==> src/rtl/pip_stage_skid.sv <==
// Pipeline stage register with valid/ready handshake and a 2-entry skid buffer.
// Optional perf counters (stall_cnt, flush_cnt) are built when PIP_STAGE_PERF_EN is defined.
module pip_stage_skid #(
   parameter int DATA_W     = 32,
   parameter int CTRL_W     = 16,
   parameter bit CLEAR_DATA = 1'b0,
   parameter int CNT_W      = 16
) (
   input  logic              clk,
   input  logic              rst,
   input  logic              flush,
   input  logic              in_valid,
   output logic              in_ready,
   input  logic [DATA_W-1:0] in_data,
   input  logic [CTRL_W-1:0] in_ctrl,
   output logic              out_valid,
   input  logic              out_ready,
   output logic [DATA_W-1:0] out_data,
   output logic [CTRL_W-1:0] out_ctrl
`ifdef PIP_STAGE_PERF_EN
   ,
   output logic [CNT_W-1:0]  stall_cnt,
   output logic [CNT_W-1:0]  flush_cnt
`endif
);

   if (DATA_W < 1 || CTRL_W < 1 || CNT_W < 1) begin : g_param_check
      $error("pip_stage_skid: DATA_W, CTRL_W and CNT_W must all be at least 1");
   end

   logic              m_valid_q, m_valid_d;
   logic [DATA_W-1:0] m_data_q,  m_data_d;
   logic [CTRL_W-1:0] m_ctrl_q,  m_ctrl_d;
   logic              s_valid_q, s_valid_d;
   logic [DATA_W-1:0] s_data_q,  s_data_d;
   logic [CTRL_W-1:0] s_ctrl_q,  s_ctrl_d;
   logic              in_fire;
   logic              head_free;

   // Only flush makes in_ready combinational; otherwise it follows the skid register.
   assign in_ready  = !s_valid_q && !flush;
   assign in_fire   = in_valid && in_ready;
   assign head_free = !m_valid_q || out_ready;

   assign out_valid = m_valid_q;
   assign out_data  = m_data_q;
   assign out_ctrl  = m_valid_q ? m_ctrl_q : '0;

   always_comb begin
      m_valid_d = m_valid_q;
      m_data_d  = m_data_q;
      m_ctrl_d  = m_ctrl_q;
      s_valid_d = s_valid_q;
      s_data_d  = s_data_q;
      s_ctrl_d  = s_ctrl_q;
      if (flush) begin
         m_valid_d = 1'b0;
         s_valid_d = 1'b0;
         m_ctrl_d  = '0;
         s_ctrl_d  = '0;
         if (CLEAR_DATA) begin
            m_data_d = '0;
            s_data_d = '0;
         end
      end else if (head_free) begin
         // Skid always drains before new input so FIFO order is kept.
         if (s_valid_q) begin
            m_valid_d = 1'b1;
            m_data_d  = s_data_q;
            m_ctrl_d  = s_ctrl_q;
            s_valid_d = 1'b0;
         end else if (in_fire) begin
            m_valid_d = 1'b1;
            m_data_d  = in_data;
            m_ctrl_d  = in_ctrl;
         end else begin
            m_valid_d = 1'b0;
         end
      end else if (in_fire) begin
         s_valid_d = 1'b1;
         s_data_d  = in_data;
         s_ctrl_d  = in_ctrl;
      end
   end

   always_ff @(posedge clk) begin
      if (rst) begin
         m_valid_q <= 1'b0;
         m_data_q  <= '0;
         m_ctrl_q  <= '0;
         s_valid_q <= 1'b0;
         s_data_q  <= '0;
         s_ctrl_q  <= '0;
      end else begin
         m_valid_q <= m_valid_d;
         m_data_q  <= m_data_d;
         m_ctrl_q  <= m_ctrl_d;
         s_valid_q <= s_valid_d;
         s_data_q  <= s_data_d;
         s_ctrl_q  <= s_ctrl_d;
      end
   end

`ifdef PIP_STAGE_PERF_EN
   localparam logic [CNT_W-1:0] CNT_MAX = {CNT_W{1'b1}};

   logic [CNT_W-1:0] stall_cnt_q, stall_cnt_d;
   logic [CNT_W-1:0] flush_cnt_q, flush_cnt_d;

   // Both counters saturate rather than wrap.
   always_comb begin
      stall_cnt_d = stall_cnt_q;
      flush_cnt_d = flush_cnt_q;
      if (m_valid_q && !out_ready && stall_cnt_q != CNT_MAX) begin
         stall_cnt_d = stall_cnt_q + 1'b1;
      end
      if (flush && (m_valid_q || s_valid_q) && flush_cnt_q != CNT_MAX) begin
         flush_cnt_d = flush_cnt_q + 1'b1;
      end
   end

   always_ff @(posedge clk) begin
      if (rst) begin
         stall_cnt_q <= '0;
         flush_cnt_q <= '0;
      end else begin
         stall_cnt_q <= stall_cnt_d;
         flush_cnt_q <= flush_cnt_d;
      end
   end

   assign stall_cnt = stall_cnt_q;
   assign flush_cnt = flush_cnt_q;
`endif

endmodule

==> config.mk <==
export PLATFORM = sky130hd
export DESIGN_NAME = pip_stage_skid
export DESIGN_NICKNAME = d
export VERILOG_FILES = /design/src/rtl/pip_stage_skid.sv
export SDC_FILE = /design/constraint.sdc
export NUM_CORES = 1
export LEC_CHECK = 0
export BUFFER_PORTS_ARGS = -buffer_cell sky130_fd_sc_hd__buf_4
export CORE_MARGIN = 2
export CORE_UTILIZATION = 30
export DETAILED_ROUTE_END_ITERATION = 8
export PLACE_DENSITY = 0.5
export SYNTH_ARGS = -nofsm -noshare
export SYNTH_HDL_FRONTEND = slang
export SYNTH_SLANG_ARGS = --single-unit
==> constraint.sdc <==
create_clock -name clk -period 4 [get_ports clk]
set_input_delay 0.8 -clock clk [delete_from_list [all_inputs] [get_ports clk]]
set_output_delay 0.8 -clock clk [all_outputs]
set_load 0.01 [all_outputs]
==> metrics.csv <==
metric,value,unit
WHS Path Cells,2,
pins over their slew limit,0,
Port Buf Inserts,102,
WL final,12.9,mm
MaxCap Viol Count,0,
Die Y,131,um
met2 Usage GRT,0.256,
synthesized area,4820,um2
pin count of the biggest net entering global routing,53,
worst r2r src,out_valid,
Synth Area per Inst,9.28,um2
Final Hold Fails,0,
Fmax,0.405,GHz
largest area contributor in the netlist,dfxtp_1,
clock root cell,clkbuf_16,
RR Endpoint,out_data[10],
grt met3 use,0.0529,
die width,131,um
Initial Util,0.305,
"Setup Fix Bufs, Post-CTS",0,
Final setup viols,0,
gr usage total,0.154,
Slowest cell on crit path,or3_2,
core area,15800,um2
CP Launch Point,out_valid,
status,completed,
GR Overflow Total,0,
Worst R2R Setup Slack,1.53,ns
global placement routability congestion,0.722,
Routed WL per cell,16.1,um
Worst Setup Start Kind,flip-flop,
P per Cell Area,355,nW/um2
initial antenna violation count,0,
synth top area cells,"dfxtp_1 41%, mux2_1 9.1%, a211oi_2 7.8%",
WHS,0.446,ns
standard-cell rows,46,
Avg Vias per Cell,4.90,
CP Cell Sequence,nor2b_4 -> buf_4 -> or3_2 -> a211oi_1,
Sink Count,98,
Synth top area share,0.407,
Hold Crit Class,flip-flop to flip-flop,
H-tree depth,3,
Synth Instances,519,
clock slew at reported path FFs,0.06,ns
DIE AREA,17100,um2
area grow syn2layout,23.4,%
Layout fillers,1628,
worst-path fanout max,33,
Worst Setup EP,out_data[10],
vias in the first global route,3860,
Worst-Margin Slew,1.08,ns
Yosys cell types,28,
residual DRC count,0,
unrepaired setup endpoints after global routing,false,
Leakage,2.24,nW
Global Route met1 Usage,0.196,
YS warnings,0,
total CTS buffers,9,
clock skew,0.00503,ns
Post-Syn Nets,572,
CP endpoint kind,flip-flop,
antenna cells,0,
nets,635,
"Seq/Total Area, Yosys",0.407,
#FFs+latches synth,98,
setup TNS,0,ns
clk buf depth,2,
period utilization,0.617,
Arrival @ worst endpoint,2.66,ns
Max VDD drop,0.227,mV
Resize count post-CTS,0,
kind of critical path,flip-flop to flip-flop,
DRT antenna net count,0,
Final HPWL DP,7.98,mm
DR pass1 iterations,4,
layout cells sized above 1,0.288,
GRT busiest layer,met2,
DR vias,3930,
final worst path period need,2.47,ns
Post-CTS Hold Fix Bufs,0,
Slew HR,0.283,
CTS tree,done,
first-pass GRT wire length,20.4,mm
r2r worst-path depth,4,
Starting DRT DRC Count,229,
"slowest stage delay, CP",0.84,ns
I/O pin cnt,103,
Worst EP required,4.20,ns
Clock Latency Late Sink,0.35,ns
-- power by group --
group	switching [mW]	internal, mW	leakage, nW
clock network	0.370	0.449	0.138
registers	0.0196	1.01	0.797
logic	0.141	0.125	1.30
total	0.531	1.58	2.24
-- metrics by stage --
step,power (mW),utilization,worst slack [ns],instance area [um2],std cells
floorplan,1.20,-,1.85,4820,519
finish,2.11,0.377,1.53,5940,802
global route,2.21,0.377,1.28,5940,802
global placement,1.31,0.360,1.35,5670,787
CTS,2.14,0.377,1.46,5940,802
detailed placement,1.32,0.360,1.25,5670,787
-- final cells by class --
class / count / area, um2 / area share
inverter: 32 / 120 / 0.0202
timing repair buffer: 108 / 811 / 0.136
sequential: 98 / 1960 / 0.330
tap: 216 / 270 / 0.0455
multi-input combinational: 333 / 2510 / 0.422
clock buffer: 12 / 256 / 0.0431
clock inverter: 3 / 15.0 / 0.00253
-- cell usage in the layout (no fill, tap or decap), drive strengths merged --
cell    instances
nor2            3
or3             1
clkinv          3
nand2b         33
or2             1
mux2           48
and2           17
mux2i          16
buf           108
a211oi         32
nand4b         32
nand2          48
o21ai          49
dfxtp          98
nor4           32
inv            32
nor2b           2
clkbuf         12
nand4          16
nor4b           1
a21oi           1
nor3            1
-- sequential cells by signal, indices dropped and copies added, names as in the netlist --
name       flops
m_ctrl_q      16
out_data      32
out_valid      1
s_ctrl_q      16
s_data_q      32
s_valid_q      1
-- cells in the mapped netlist --
library cell and n:
nor4_1 32, o21ai_2 1, nand2b_1 33, mux2_1 39
nand2_1 48, buf_2 11, mux2i_1 16, inv_1 32
nor2_1 2, a21oi_1 1, nand4b_1 32, or2_0 1
a211oi_1 2, nor4b_2 1, mux2_2 9, nor3_1 1
nand4_1 16, clkbuf_1 35, nor2_2 1, buf_1 4
buf_6 3, nor2b_1 2, or3_1 1, buf_4 3
o21ai_1 48, and2_1 17, a211oi_2 30, dfxtp_1 98
-- routing by layer --
layer / vias up / share of wire
li1: 1953 / -
met1: 1880 / 0.48
met2: 90 / 0.46
met3: 7 / 0.059
met4: 0 / 0.0078
met5: - / 0
-- worst max-delay path: cells and delay by family (launching register included) --
kind	cells	cell delay (ns)
AOI/OAI and AO/OA	1	0.18
and+or+nand+nor	2	1.08
buffers and inverters	1	0.37
DFF	1	0.67
-- logic make-up (layout without fill, tap and decap cells) --
| kind of cell | Yosys count | after routing | share of synthesized area |
|---|---|---|---|
| simple gates | 187 | 187 | 0.235 |
| flops | 98 | 98 | 0.407 |
| buf+inv | 88 | 155 | 0.0784 |
| compound gates | 82 | 82 | 0.134 |
| mux | 64 | 64 | 0.145 |
-- worst min path at each step --
stage                      start           end  slack (ns)
finish              s_ctrl_q[14]  s_ctrl_q[14]        0.45
global route        s_ctrl_q[14]  s_ctrl_q[14]        0.47
CTS                 s_ctrl_q[14]  s_ctrl_q[14]        0.45
detailed placement  s_ctrl_q[14]  s_ctrl_q[14]        0.44
global placement     s_ctrl_q[6]   s_ctrl_q[6]        0.43
floorplan           s_ctrl_q[10]  s_ctrl_q[10]        0.42
No activity file was read; power rests on OpenSTA's default activity.
